[src/rtl/ascon_perm_iter.sv]
// Iterative ASCON permutation: runs N rounds over a 320-bit state, UNROLL rounds per clock.
// Optional status ports (round_o, busy_err_o) are enabled by defining ASCON_PERM_STATUS_EN.
module ascon_perm_iter #(
  parameter int unsigned UNROLL = 1
) (
  input  logic         clock_i,
  input  logic         resetb_i,
  input  logic         start_i,
  input  logic [3:0]   nr_i,
  input  logic [319:0] state_i,
  output logic         ready_o,
  output logic         done_o,
  output logic [319:0] state_o
`ifdef ASCON_PERM_STATUS_EN
  ,
  output logic [3:0]   round_o,
  output logic         busy_err_o
`endif
);

  localparam int unsigned SW = 320;
  localparam int unsigned WW = 64;
  localparam int unsigned IW = 4;

  // Padded to 16 entries so idx+1 on the final round never indexes out of range.
  localparam logic [7:0] ROUND_CONSTANT [16] = '{
    8'hf0, 8'he1, 8'hd2, 8'hc3, 8'hb4, 8'ha5, 8'h96, 8'h87,
    8'h78, 8'h69, 8'h5a, 8'h4b, 8'h00, 8'h00, 8'h00, 8'h00
  };

  if (UNROLL != 1 && UNROLL != 2) begin : g_bad_unroll
    $error("ascon_perm_iter: UNROLL must be 1 or 2");
  end

  typedef enum logic [1:0] {IDLE, RUN, DONE} fsm_t;

  fsm_t            st_q, st_n;
  logic [IW-1:0]   idx_q, idx_n, step, nr_c;
  logic [SW-1:0]   state_q, state_n, r1, r2;
  logic            ready_q, ready_n, done_q, done_n;

  function automatic logic [WW-1:0] ror(input logic [WW-1:0] v, input int unsigned r);
    return (v >> r) | (v << (WW - r));
  endfunction

  // One round: constant addition, bitsliced S-box, linear diffusion.
  function automatic logic [SW-1:0] ascon_round(input logic [SW-1:0] s, input logic [7:0] c);
    logic [WW-1:0] x0, x1, x2, x3, x4, t0, t1, t2, t3, t4;
    x0 = s[319:256]; x1 = s[255:192]; x2 = s[191:128]; x3 = s[127:64]; x4 = s[63:0];
    x2 = x2 ^ WW'(c);
    x0 = x0 ^ x4; x4 = x4 ^ x3; x2 = x2 ^ x1;
    t0 = ~x0 & x1; t1 = ~x1 & x2; t2 = ~x2 & x3; t3 = ~x3 & x4; t4 = ~x4 & x0;
    x0 = x0 ^ t1; x1 = x1 ^ t2; x2 = x2 ^ t3; x3 = x3 ^ t4; x4 = x4 ^ t0;
    x1 = x1 ^ x0; x0 = x0 ^ x4; x3 = x3 ^ x2; x2 = ~x2;
    x0 = x0 ^ ror(x0, 19) ^ ror(x0, 28);
    x1 = x1 ^ ror(x1, 61) ^ ror(x1, 39);
    x2 = x2 ^ ror(x2, 1)  ^ ror(x2, 6);
    x3 = x3 ^ ror(x3, 10) ^ ror(x3, 17);
    x4 = x4 ^ ror(x4, 7)  ^ ror(x4, 41);
    return {x0, x1, x2, x3, x4};
  endfunction

  assign nr_c = (nr_i == 4'd0 || nr_i > 4'd12) ? 4'd12 : nr_i;
  assign r1   = ascon_round(state_q, ROUND_CONSTANT[idx_q]);
  assign r2   = ascon_round(r1, ROUND_CONSTANT[idx_q + 4'd1]);
  // Two rounds only when two remain; an odd tail finishes with a single round.
  assign step = (UNROLL == 2 && idx_q < 4'd11) ? 4'd2 : 4'd1;

  always_ff @(posedge clock_i) begin
    if (!resetb_i) begin
      st_q    <= IDLE;
      idx_q   <= '0;
      state_q <= '0;
      ready_q <= 1'b1;
      done_q  <= 1'b0;
    end else begin
      st_q    <= st_n;
      idx_q   <= idx_n;
      state_q <= state_n;
      ready_q <= ready_n;
      done_q  <= done_n;
    end
  end

  always_comb begin
    st_n    = st_q;
    idx_n   = idx_q;
    state_n = state_q;
    ready_n = ready_q;
    done_n  = 1'b0;
    case (st_q)
      IDLE: begin
        if (start_i && ready_q) begin
          state_n = state_i;
          idx_n   = 4'd12 - nr_c;
          ready_n = 1'b0;
          st_n    = RUN;
        end
      end
      RUN: begin
        state_n = (step == 4'd2) ? r2 : r1;
        idx_n   = idx_q + step;
        if (idx_n == 4'd12) begin
          st_n   = DONE;
          done_n = 1'b1;
        end
      end
      DONE: begin
        ready_n = 1'b1;
        st_n    = IDLE;
      end
      default: st_n = IDLE;
    endcase
  end

  assign ready_o = ready_q;
  assign done_o  = done_q;
  assign state_o = state_q;

`ifdef ASCON_PERM_STATUS_EN
  logic busy_err_q;

  // Sticky: a start request arrived while the engine was busy.
  always_ff @(posedge clock_i) begin
    if (!resetb_i)                 busy_err_q <= 1'b0;
    else if (start_i && !ready_q)  busy_err_q <= 1'b1;
  end

  assign round_o    = idx_q;
  assign busy_err_o = busy_err_q;
`endif

endmodule

[config.mk]
export PLATFORM = sky130hd
export DESIGN_NAME = ascon_perm_iter
export DESIGN_NICKNAME = d
export VERILOG_FILES = /design/src/rtl/ascon_perm_iter.sv
export SDC_FILE = /design/constraint.sdc
export NUM_CORES = 2
export LEC_CHECK = 0
export CAP_MARGIN = 10
export CORE_AREA = 3 3 252 254
export DETAILED_ROUTE_END_ITERATION = 8
export DIE_AREA = 0 0 255 257
export GPL_TIMING_DRIVEN = 0
export PLACE_DENSITY = 0.8
export SLEW_MARGIN = 20
export SYNTH_ARGS = -nofsm -noshare
export SYNTH_HDL_FRONTEND = slang
export SYNTH_SLANG_ARGS = --single-unit
[constraint.sdc]
create_clock -name clock_i -period 4.9 [get_ports clock_i]
set_input_delay 0.49 -clock clock_i [delete_from_list [all_inputs] [get_ports clock_i]]
set_output_delay 0.49 -clock clock_i [all_outputs]
set_load 0.01 [all_outputs]
==> flow_summary.yaml <==
run_status:
  status: "finished, violations left"
  violations: "capacitance limit"
drt:
  post_drt_wl_per_cell_um: 36.6
  drc_errors: 0
  dr.pass1.iters: 8
  finalWirelength_mm: 169
  num_vias: 28500
  wl_met3_mm: 20.6
  drtIter0Drc: 4037
  vias_per_cell: 6.15
  ant_nets: 0
  dr_wl_met2_mm: 70.3
  wl_met1_mm: 64.8
  top_layer_used: "met5"
synthesis:
  ys.warnings.count: 0
  ys_seq_area_frac: 0.241
  synth.avg_cell_area_um2: 8.79
  netlist_area_um2: 27300
  synth_edf_count: 0
  synth_ff_type: "dfxtp_1"
  synthesis.nets: 3561
  synthTopCellsByArea: "xnor2_1 25%, dfxtp_1 24%, xor2_1 8.8%, ha_1 6.0%, a22oi_1 5.8%"
  ys_ff_latch: 328
  synth_area_leader_cell: "xnor2_1"
  synth.distinct_cells: 49
  synth-async-reset-ratio: 0
  netlist_instances: 3104
  synth_top_area_frac: 0.246
sta:
  fin_crit_ns: 3.61
  rsz0062_at_grt: "false"
  tns_ns: 0
  hold_viol_final: 0
  fin_hold_ws_ns: 0.499
  period_share: 0.736
  maxSlewHeadroom: 0.0129
  worstMarginPinSlew_ns: 1.47
  fmax_mhz: 277
  setup_viol: 0
  maxSlewViolCount: 0
  fin_skew_ns: 0.0263
die:
  die_h_um: 257
  die_w_um: 255
  ios: 649
  start_util: 0.444
  fp.dieArea_um2: 65500
  num_rows: 91
  core_area_um2: 61500
final_layout:
  area_delta_synth_final_pct: 34.1
  layout-drive-gt1-share: 0.0525
  final_util: 0.595
  final.fill_count: 5579
  fin_nets: 4256
  final_area_um2: 36600
setup_path:
  criticalPathCategory: "reg2reg"
  critPathLaunchType: "flop"
  cp-end-kind: "flop"
  critPathRequiredTime_ns: 5.32
  critPathArrivalTime_ns: 4.03
  cp_max_fo: 10
placed_design:
  place_congestion: 1.07
  postPlaceCellArea_um2: 35000
  dpl.hpwl_mm: 141
  io_buffer_count: 648
clock_network:
  worstSkewPairLatency_ns: 0.60
  cts_sinks: 328
  htree_levels: 2
  cts_tree: "built"
  clk_pin_slew_ns: 0.06
  cts_setup_buffers: 0
  ctsHoldBuffers: 0
  cts_resized: 0
  clockBufferDepth: 3
  clock-root-buffer: "clkbuf_16"
  numCtsBuffers: 43
hold_path:
  hold_class: "reg2reg"
grt:
  overflow: 0
  antenna_found_initial: 11
  grt_use_total: 0.500
  grt_pass1_vias: 26600
  grt_pass1_wl_mm: 222
  grt_max_degree: 13
flow_run:
  max_cap_viol_count: 1
-- final timing paths --
check	cells after the start	endpoint	slack (ns)	startpoint
max reg2reg	6	state_o[76]$_SDFFE_PN0P_	1.29	st_q[0]$_SDFFE_PN0P_
max	6	state_o[76]$_SDFFE_PN0P_	1.29	st_q[0]$_SDFFE_PN0P_
min reg2reg	2	state_o[135]$_SDFFE_PN0P_	0.50	state_o[135]$_SDFFE_PN0P_
min	2	state_o[135]$_SDFFE_PN0P_	0.50	state_o[135]$_SDFFE_PN0P_
-- registers in the layout (all words and copies together) (netlist names) --
register and cells:
state_o 320, done_o 1, idx_q 4, ready_o 1, st_q 2
-- worst max-delay path, stage by stage (launching register included) --
cell and delay (ns):
dfxtp_1 0.35, nor2b_1 0.14, clkbuf_2 0.39, nand2_1 0.60, clkbuf_1 0.81, clkbuf_1 0.88, o21ai_0 0.24
-- cell usage after synthesis, types with 2 or more instances --
| cell type | n |
|---|---|
| a21boi_0 | 9 |
| a21boi_1 | 26 |
| a21o_1 | 3 |
| a21oi_1 | 60 |
| a21oi_4 | 2 |
| a22o_1 | 2 |
| a22oi_1 | 212 |
| and2_1 | 4 |
| and3_1 | 11 |
| buf_1 | 8 |
| buf_2 | 26 |
| buf_6 | 2 |
| clkbuf_1 | 89 |
| dfxtp_1 | 328 |
| ha_1 | 130 |
| inv_1 | 192 |
| maj3_1 | 52 |
| maj3_2 | 12 |
| mux2i_1 | 42 |
| mux2i_4 | 3 |
| nand2_1 | 274 |
| nand2b_1 | 4 |
| nor2_1 | 121 |
| nor2b_1 | 2 |
| o211a_1 | 41 |
| o211ai_1 | 20 |
| o21ai_0 | 264 |
| o21ai_1 | 28 |
| xnor2_1 | 766 |
| xnor2_2 | 35 |
| xnor2_4 | 3 |
| xnor3_1 | 41 |
| xor2_1 | 275 |
| xor2_2 | 2 |
-- layout by cell type (no fill, tap or decap), types with 7 or more instances in the layout --
master / synthesis / layout
mux2i_1: 42 / 42
clkinv_2: 0 / 10
clkbuf_1: 89 / 93
xor2_1: 275 / 272
inv_1: 192 / 192
xnor2_1: 766 / 738
nor2_1: 121 / 120
o211a_1: 41 / 41
maj3_2: 12 / 12
maj3_1: 52 / 52
clkdlybuf4s50_1: 0 / 648
a21oi_1: 60 / 60
xnor2_2: 35 / 63
and3_1: 11 / 11
xnor3_1: 41 / 41
nand2_1: 274 / 274
o21ai_0: 264 / 264
o21ai_1: 28 / 28
buf_1: 8 / 7
buf_2: 26 / 26
a22oi_1: 212 / 212
dfxtp_1: 328 / 328
ha_1: 130 / 130
o211ai_1: 20 / 20
bufinv_16: 0 / 8
a21boi_0: 9 / 9
a21boi_1: 26 / 26
clkbuf_16: 0 / 45
-- layer usage --
metal	track usage	vias up
li1	-	11700
met1	0.641	13900
met2	0.737	2319
met3	0.137	536
met4	0.322	8
met5	0	-
-- logic make-up after synthesis --
family          Yosys count  synth area share
xor+xnor               1123             0.394
compound gates          670             0.157
simple gates            424            0.0611
flops                   328             0.241
buf+inv                 319            0.0458
fa+ha+maj               194            0.0836
mux                      46            0.0183
-- final cells by class --
cell class	count	area, um2	share of cell area
multi-input combinational	2457	19700	0.539
sequential	328	6570	0.179
timing repair buffer	650	6510	0.178
clock buffer	59	1240	0.0339
tap	790	988	0.0270
inverter	193	724	0.0198
buffer	126	531	0.0145
clock inverter	19	299	0.00817
antenna	5	12.5	0.000342
-- through the flow --
stage	setup WS (ns)	instances
2_1_floorplan	2.59	3104
3_3_place_gp	0.263	4542
3_5_place_dp	1.19	4544
4_1_cts	1.28	4622
5_1_grt	1.40	4622
6_report	1.29	4627
Power is not shown: default switching activity piles up to over one toggle a cycle in this logic, so the estimate is an artifact.
